**src/rtl/sseg_pkg.sv**
```systemverilog
// Shared constants for the seven-segment scan driver: hex font, segment bit
// positions and the width helper for the PWM on-time comparison.
package sseg_pkg;

    localparam int SEG_A  = 0;
    localparam int SEG_G  = 6;
    localparam int DP_BIT = 7;

    // Active-high g..a patterns for hex digits 0..F
    localparam logic [6:0] FONT [16] = '{
        7'h3F, 7'h06, 7'h5B, 7'h4F, 7'h66, 7'h6D, 7'h7D, 7'h07,
        7'h7F, 7'h6F, 7'h77, 7'h7C, 7'h39, 7'h5E, 7'h79, 7'h71
    };

    // Wide enough to hold (2**bright_bits) * prescale without losing bits before the shift
    function automatic int on_time_width(input int prescale, input int bright_bits);
        return $clog2(prescale) + bright_bits + 1;
    endfunction

endpackage

```
**src/rtl/sseg_hex_font.sv**
```systemverilog
// Combinational hex-nibble to seven-segment decoder (active-high, g..a).
module sseg_hex_font (
    input  logic [3:0] nibble,
    output logic [6:0] seg
);
    import sseg_pkg::*;

    assign seg = FONT[nibble];

endmodule

```
**src/rtl/sseg_scan_mux.sv**
```systemverilog
// Time-multiplexed seven-segment driver with frame-synchronous input latching,
// PWM brightness, blanking, decimal points and leading-zero suppression.
module sseg_scan_mux #(
    parameter int NUM_DIGITS     = 4,
    parameter int PRESCALE       = 16384,
    parameter int BRIGHT_BITS    = 3,
    parameter int AN_ACTIVE_LOW  = 1,
    parameter int SEG_ACTIVE_LOW = 1
) (
    input  logic                    clk,
    input  logic                    reset,
    input  logic [4*NUM_DIGITS-1:0] data,
    input  logic [NUM_DIGITS-1:0]   dp,
    input  logic [NUM_DIGITS-1:0]   blank,
    input  logic                    lz_suppress,
    input  logic [BRIGHT_BITS-1:0]  brightness,
    output logic [7:0]              sseg,
    output logic [NUM_DIGITS-1:0]   an,
    output logic                    frame_start
);
    import sseg_pkg::*;

    localparam int CNT_W = $clog2(PRESCALE);
    localparam int IDX_W = (NUM_DIGITS > 1) ? $clog2(NUM_DIGITS) : 1;
    localparam int OT_W  = on_time_width(PRESCALE, BRIGHT_BITS);

    localparam logic [CNT_W-1:0]      CNT_LAST = CNT_W'(PRESCALE - 1);
    localparam logic [IDX_W-1:0]      IDX_LAST = IDX_W'(NUM_DIGITS - 1);
    localparam logic [7:0]            SEG_OFF  = (SEG_ACTIVE_LOW != 0) ? 8'hFF : 8'h00;
    localparam logic [NUM_DIGITS-1:0] AN_OFF   = (AN_ACTIVE_LOW != 0) ? {NUM_DIGITS{1'b1}}
                                                                      : {NUM_DIGITS{1'b0}};

    logic [CNT_W-1:0]       cnt;
    logic [IDX_W-1:0]       idx;
    logic                   started;
    logic                   load;

    logic [4*NUM_DIGITS-1:0] data_sh;
    logic [NUM_DIGITS-1:0]   dp_sh;
    logic [NUM_DIGITS-1:0]   blank_sh;
    logic                    lz_sh;
    logic [BRIGHT_BITS-1:0]  bright_sh;

    logic [OT_W-1:0]        on_time;
    logic                   in_window;
    logic [3:0]             cur_nibble;
    logic                   cur_dp;
    logic                   cur_blank;
    logic                   cur_supp;
    logic                   lit;
    logic [6:0]             font_seg;
    logic [7:0]             seg_next;
    logic [NUM_DIGITS-1:0]  an_next;

    // The first edge after reset is a restart edge: it latches a fresh frame
    // and holds the scan at digit 0, slot 0, just like a normal frame boundary.
    assign load = !started || (cnt == CNT_LAST && idx == IDX_LAST);

    always_ff @(posedge clk or posedge reset) begin
        if (reset) begin
            cnt     <= '0;
            idx     <= '0;
            started <= 1'b0;
        end else if (!started) begin
            cnt     <= '0;
            idx     <= '0;
            started <= 1'b1;
        end else if (cnt == CNT_LAST) begin
            cnt <= '0;
            idx <= (idx == IDX_LAST) ? '0 : idx + IDX_W'(1);
        end else begin
            cnt <= cnt + CNT_W'(1);
        end
    end

    always_ff @(posedge clk or posedge reset) begin
        if (reset) begin
            data_sh     <= '0;
            dp_sh       <= '0;
            blank_sh    <= '1;
            lz_sh       <= 1'b0;
            bright_sh   <= '0;
            frame_start <= 1'b0;
        end else begin
            frame_start <= load;
            if (load) begin
                data_sh   <= data;
                dp_sh     <= dp;
                blank_sh  <= blank;
                lz_sh     <= lz_suppress;
                bright_sh <= brightness;
            end
        end
    end

    // Slot 0 is always dark so the previous digit's segments never ghost onto the next anode
    assign on_time   = ((OT_W'(bright_sh) + OT_W'(1)) * OT_W'(PRESCALE)) >> BRIGHT_BITS;
    assign in_window = (cnt != '0) && (OT_W'(cnt) < on_time);

    always_comb begin
        logic run;
        cur_nibble = 4'h0;
        cur_dp     = 1'b0;
        cur_blank  = 1'b1;
        cur_supp   = 1'b0;
        run        = 1'b1;
        for (int i = NUM_DIGITS - 1; i >= 0; i--) begin
            run = run && (data_sh[4*i +: 4] == 4'h0);
            if (idx == IDX_W'(i)) begin
                cur_nibble = data_sh[4*i +: 4];
                cur_dp     = dp_sh[i];
                cur_blank  = blank_sh[i];
                cur_supp   = (i > 0) && lz_sh && run;
            end
        end
    end

    sseg_hex_font u_font (
        .nibble (cur_nibble),
        .seg    (font_seg)
    );

    assign lit = in_window && !cur_blank;

    always_comb begin
        seg_next = 8'h00;
        an_next  = '0;
        if (lit) begin
            seg_next[SEG_G:SEG_A] = cur_supp ? 7'h00 : font_seg;
            seg_next[DP_BIT]      = cur_dp;
            an_next               = NUM_DIGITS'(1) << idx;
        end
    end

    // XOR with the inactive pattern applies the output polarity in one step
    always_ff @(posedge clk or posedge reset) begin
        if (reset) begin
            an   <= AN_OFF;
            sseg <= SEG_OFF;
        end else begin
            an   <= an_next ^ AN_OFF;
            sseg <= seg_next ^ SEG_OFF;
        end
    end

endmodule
```
**config.mk**
```make
export PLATFORM = sky130hd
export DESIGN_NAME = sseg_scan_mux
export DESIGN_NICKNAME = d
export VERILOG_FILES = /design/src/rtl/sseg_pkg.sv /design/src/rtl/sseg_hex_font.sv /design/src/rtl/sseg_scan_mux.sv
export SDC_FILE = /design/constraint.sdc
export NUM_CORES = 1
export LEC_CHECK = 0
export ABC_AREA = 1
export ABC_CLOCK_PERIOD_IN_PS = 5600
export CORE_MARGIN = 10
export CORE_UTILIZATION = 30
export CTS_CLUSTER_SIZE = 28
export DETAILED_ROUTE_END_ITERATION = 7
export HOLD_SLACK_MARGIN = 0.06
export PLACE_DENSITY = 0.47
export SLEW_MARGIN = 20
export SYNTH_ARGS = -nofsm -noshare
export SYNTH_HDL_FRONTEND = slang
export SYNTH_SLANG_ARGS = --single-unit
```
**constraint.sdc**
```tcl
create_clock -name clk -period 5.6 [get_ports clk]
set_input_delay 1.12 -clock clk [delete_from_list [all_inputs] [get_ports clk]]
set_output_delay 1.12 -clock clk [all_outputs]
set_load 0.1 [all_outputs]
```
# Word-level counts from Yosys, hierarchy flattened
# Memory sizes are Yosys's and may differ from the RTL's.
# Cells that the tools add are included.
[word_totals]
n_memories = 1
in_bits = 30
reg_bits = 58
romBits = 112
out_inout_bits = 13
[op_classes]
muxes = 26
n_shift = 1
reduce_logical = 16
order_cmp = 2
bitwise = 3
addsub = 3
n_eq_ne = 5
[memory_table]
columns = ["name", "words", "word_bits", "rd", "rd_ports_with_merged_regs", "wr", "line_no", "rtl"]
rows = [
  ["(name not given)", 16, 7, 1, 0, 0, "sseg_hex_font.sv:8", "assign seg = FONT[nibble];"],
]
[ops]
columns = ["op", "n"]
rows = [
  ["14-bit two-way mux", 2],
  ["7-bit two-way mux", 3],
  ["4-bit two-way mux", 5],
  ["14-bit by 15-bit < comparator with 1-bit output", 1],
  ["14-bit by 1-bit adder with 14-bit output, second input constant", 1],
  ["14-bit equality test, second input constant", 1],
  ["14-bit nonzero test", 1],
  ["4-bit zero test", 3],
  ["1-bit two-way mux", 12],
  ["1-bit logical AND", 8],
  ["8-bit two-way mux", 1],
  ["8-bit inverter", 1],
  ["2-bit two-way mux", 3],
  ["5-bit greater-or-equal comparator, second input constant", 1],
  ["4-bit inverter with 5-bit output", 1],
  ["3-bit by 1-bit adder with 4-bit output, second input constant", 1],
  ["2-bit equality test, second input constant", 2],
  ["4-bit inverter", 1],
  ["1-bit by 2-bit << shifter with 4-bit output, first input constant", 1],
  ["2-bit by 1-bit adder with 2-bit output, second input constant", 1],
  ["2-bit by 1-bit equality test with 1-bit output, second input constant", 1],
  ["1-bit zero test", 2],
  ["2-bit zero test", 1],
  ["2-bit by 1-bit != test with 1-bit output, second input constant", 1],
  ["1-bit logical OR", 1],
]

# Logic depth before layout (Yosys ltp)
[depth]
ltp_word = 12
ltp_mapped = 13
ltp_nobuf = 13

# By module
# Synthesis repeated with hierarchy kept, for this count alone.
[hier_totals]
cells_unflattened = 433
hier_area_um2 = 3320.7
[modules_own_cells]
columns = ["module", "seq_area_each_um2", "cells_each", "n_inst", "area_per_inst_um2"]
rows = [
  ["sseg_scan_mux", 1471.4, 381, 1, 3050.4],
  ["sseg_hex_font", 0.0, 52, 1, 270.3],
]

# Worst setup path before layout
# Ideal clock, no wire load.
[synth_path]
path_type = "reg2out"
start = "register frame_start"
end = "output port frame_start"
path_slack_ps = 3597
arrival_ps = 883
stages_incl_launch_ff = 1
path_cell_list = "dfrtp_1"
[synth_lines]
columns = ["item", "line_no", "rtl"]
rows = [
  ["start, declared", "sseg_scan_mux.sv:19", "output logic frame_start"],
  ["start signal, assigned", "sseg_scan_mux.sv:85", "frame_start <= load;"],
]
# No word-level cell between the ends.

# Worst setup path after layout
[layout_path]
start = "register sseg[1]"
end = "output port sseg[1]"
[layout_lines]
columns = ["item", "line_no", "rtl"]
rows = [
  ["start, declared", "sseg_scan_mux.sv:17", "output logic [7:0] sseg,"],
  ["start signal, assigned", "sseg_scan_mux.sv:142", "sseg <= seg_next ^ SEG_OFF;"],
]
# No word-level cell between the ends.

==> results.md <==
* Crit path largest cell delay at 1.13 ns
* DRT antenna net count at 0
* Origin of the worst setup path: sseg[1]$_DFF_PP1_
* Max Cap Viol at 0
* Reg2Reg Launch Point: idx[0]$_DFFE_PP0P_
* CP Data Arrival Time at 1.98 ns
* Worst R2R Path Depth at 11
* CP max stage cell: clkdlybuf4s50_1
* CTS sink cnt at 58
* Worst hold path class: flip-flop to flip-flop
* Hold path cells at 2
* CP Max Fanout at 1
* Hold-fix buffers, CTS at 0
* DP HPWL at 5360 um
* Period minus WS final at just over 3 ns
* Share of layout cells above drive strength 1 at 0.108
* Final count of negative-setup-slack endpoints at 0
* Final GP Congestion at 0.867
* Delay-heaviest family, CP: buffers and inverters
* Slew @ Worst Pin at 0.979 ns
* Final hold vios at 0
* Worst clock skew at roughly 0.0065 ns
* Final worst path period share at 0.554
* Root Buffer: clkbuf_8
* VDD IR-drop max at 0.138 mV
* First-pass GRT wire length at 12800 um
* Power Density at 286 nW/um^2
* Commonest non-fill, non-tap cell in the layout: nand2_1
* Yosys reg bits at 58
* Hold Crit Start: blank_sh[1]$_DFFE_PP1P_
* Total CTS buffers at 9
* Mapped Avg Cell Area at ~8 um^2
* Worst hold endpoint: blank_sh[1]$_DFFE_PP1P_
* Vias in the first global route at 2576
* Area growth, synth to finish at 21.3%
* Nets@finish at just under 500
* Synth warn at 0
* Drt pass-1 iters at 4
* Post-Syn Instances at between 400 and 500
* Initial Utilization at 0.308
* Vias at 2575
* Outcome: complete, no violations
* Max Slew Vio Count at 0
* RSZ-0062 raised after global routing: no
* Setup repair bufs after CTS at 0
* Buf/Inv on CP at 1
* Vert. Die Dim at roughly 120 um
* Synth Cell Area at 3160 um^2
* Synth Net Count at 451
* R2r endpoint: sseg[6]$_DFF_PP1_
* CTS tree: built
* Fmax at between 300 and 400 MHz
* Vias per inst at 4.38
* Die area at ~15000 um^2
* Critical-path cell list: clkdlybuf4s50_1
* Number of buffers added on ports at 42
* Final TNS setup at 0 ns
* ANT cells at 0
* Lkg Pwr at 1.87 nW
* Max-slew headroom at 0.346
* CTS Buffer Depth at 2
* Sequential area share after synthesis at 0.466
* Final wirelength at 7510 um
* Wirelength per Cell at 12.8 um
* Crit Path Class: flip-flop to primary output
* Worst path required time at 4.48 ns
* Synth cell types at 31
* Largest net degree at the start of global routing at slightly below 60
* Core area at 10300 um^2
* Htree depth at 3
* R2R setup slack at 3.21 ns
* Initial DRC count at 208
* Antenna violations before repair at 0
* Worst-path clk slew at 0.07 ns
* Post-CTS sizing at 0
* CP Capture Type: primary output
* CP Launch Type: flip-flop
* Num ports at 43
* Most frequent cells in the layout: 131 x nand2_1, 54 x nand3_1, 42 x dfrtp_1, 42 x clkdlybuf4s50_1, 37 x inv_1
* Die X at around 120 um
* Layout Utilization at 0.373
* DRC Markers at 0
* Num rows at 37
* Worst skew pair latency at ~0.34 ns
* GRT Total Usage at 0.106
* Remaining global-route overflow at 0
* Critical path depth in cells at 1
-- cell type report --
| cell class | count | area (um^2) |
|---|---|---|
| repair buffers | 43 | 428 |
| clock buffers | 13 | 149 |
| well taps | 136 | 170 |
| inverters | 45 | 169 |
| multi-input cells | 290 | 1430 |
| clock inverters | 3 | 15.0 |
| fillers | 1114 | 6440 |
| flip-flops and latches | 58 | 1470 |
-- how the worst max path moves through the flow --
stage	slack, ns	endpoint
floorplan	3.08	bright_sh[0]$_DFFE_PP0P_
global placement	2.85	sseg[4]
detailed placement	2.85	sseg[1]
CTS	2.47	sseg[1]
global route	2.45	sseg[7]
finish	2.50	sseg[1]
-- cell usage after synthesis --
library cell  number  area (um^2)
a21oi_1           12         60.1
o21ai_2            1         8.76
buf_1              2         7.51
o211ai_1           2         15.0
buf_2              5         25.0
xnor2_1            3         26.3
o21ai_0            9         45.0
inv_1             38          143
o21bai_1           1         7.51
nor2_2             2         12.5
nor2_1            36          135
buf_6              4         45.0
nand3b_1           2         15.0
dfrtp_1           42         1050
dfstp_2           16          420
nand2_1          131          492
nand4_1            1         6.26
ha_1              15          188
conb_1             1         3.75
nand3_4            1         17.5
nand3_1           54          270
buf_4              1         7.51
nor3b_1            2         15.0
xor2_1             3         26.3
or2_2              2         12.5
clkbuf_1           1         3.75
inv_2              7         26.3
nand2_2            3         18.8
nor3_2             1         10.0
nor3_1             7         35.0
nand2_4            1         11.3
-- flip-flops by register name, summed over array words and instances (netlist names) --
signal / count
frame_start: 1
sseg: 8
bright_sh: 3
lz_sh: 1
blank_sh: 4
cnt: 14
an: 4
dp_sh: 4
started: 1
data_sh: 16
idx: 2
-- power breakdown --
part	leakage [nW]	internal (mW)	switching, mW
Sequential	0.703	0.462	0.0203
Combinational	1.08	0.0834	0.194
Clock	0.0872	0.171	0.166
Total	1.87	0.716	0.381
-- logic make-up after synthesis --
kind of cell | synth area share
AND/OR/NAND/NOR | 0.333
AO/OA/AOI/OAI | 0.0432
buffers and inverters | 0.0816
other | 0.00119
flip-flops | 0.466
XOR/XNOR | 0.0166
adder cells (fa/ha/maj) | 0.0594
-- worst register-to-register path, delay by kind of cell (launching register included) --
family                     cells  cell delay [ns]
adders and majority gates      2             0.65
and+or+nand+nor                6             0.82
DFF                            1             0.41
buffers and inverters          3             0.43
-- metrics by stage --
step           instance area, um^2  setup WS (ns)  total power, mW  cells  hold slack, ns
5_1_grt                       3830           2.45             1.16    588           0.519
3_3_place_gp                  3670           2.85            0.769    572           0.480
4_1_cts                       3830           2.47             1.11    588           0.499
2_1_floorplan                 3160           3.08            0.697    406           0.465
6_report                      3830           2.50             1.10    588           0.501
3_5_place_dp                  3670           2.85            0.770    572           0.487
-- metal layers --
metal	track usage	share of wire	up-vias
met5	0	0	-
met4	0.0272	0.011	0
met1	0.148	0.53	1162
li1	-	-	1358
met3	0.0413	0.045	6
met2	0.150	0.41	49
No activity file was read; power rests on OpenSTA's default activity.
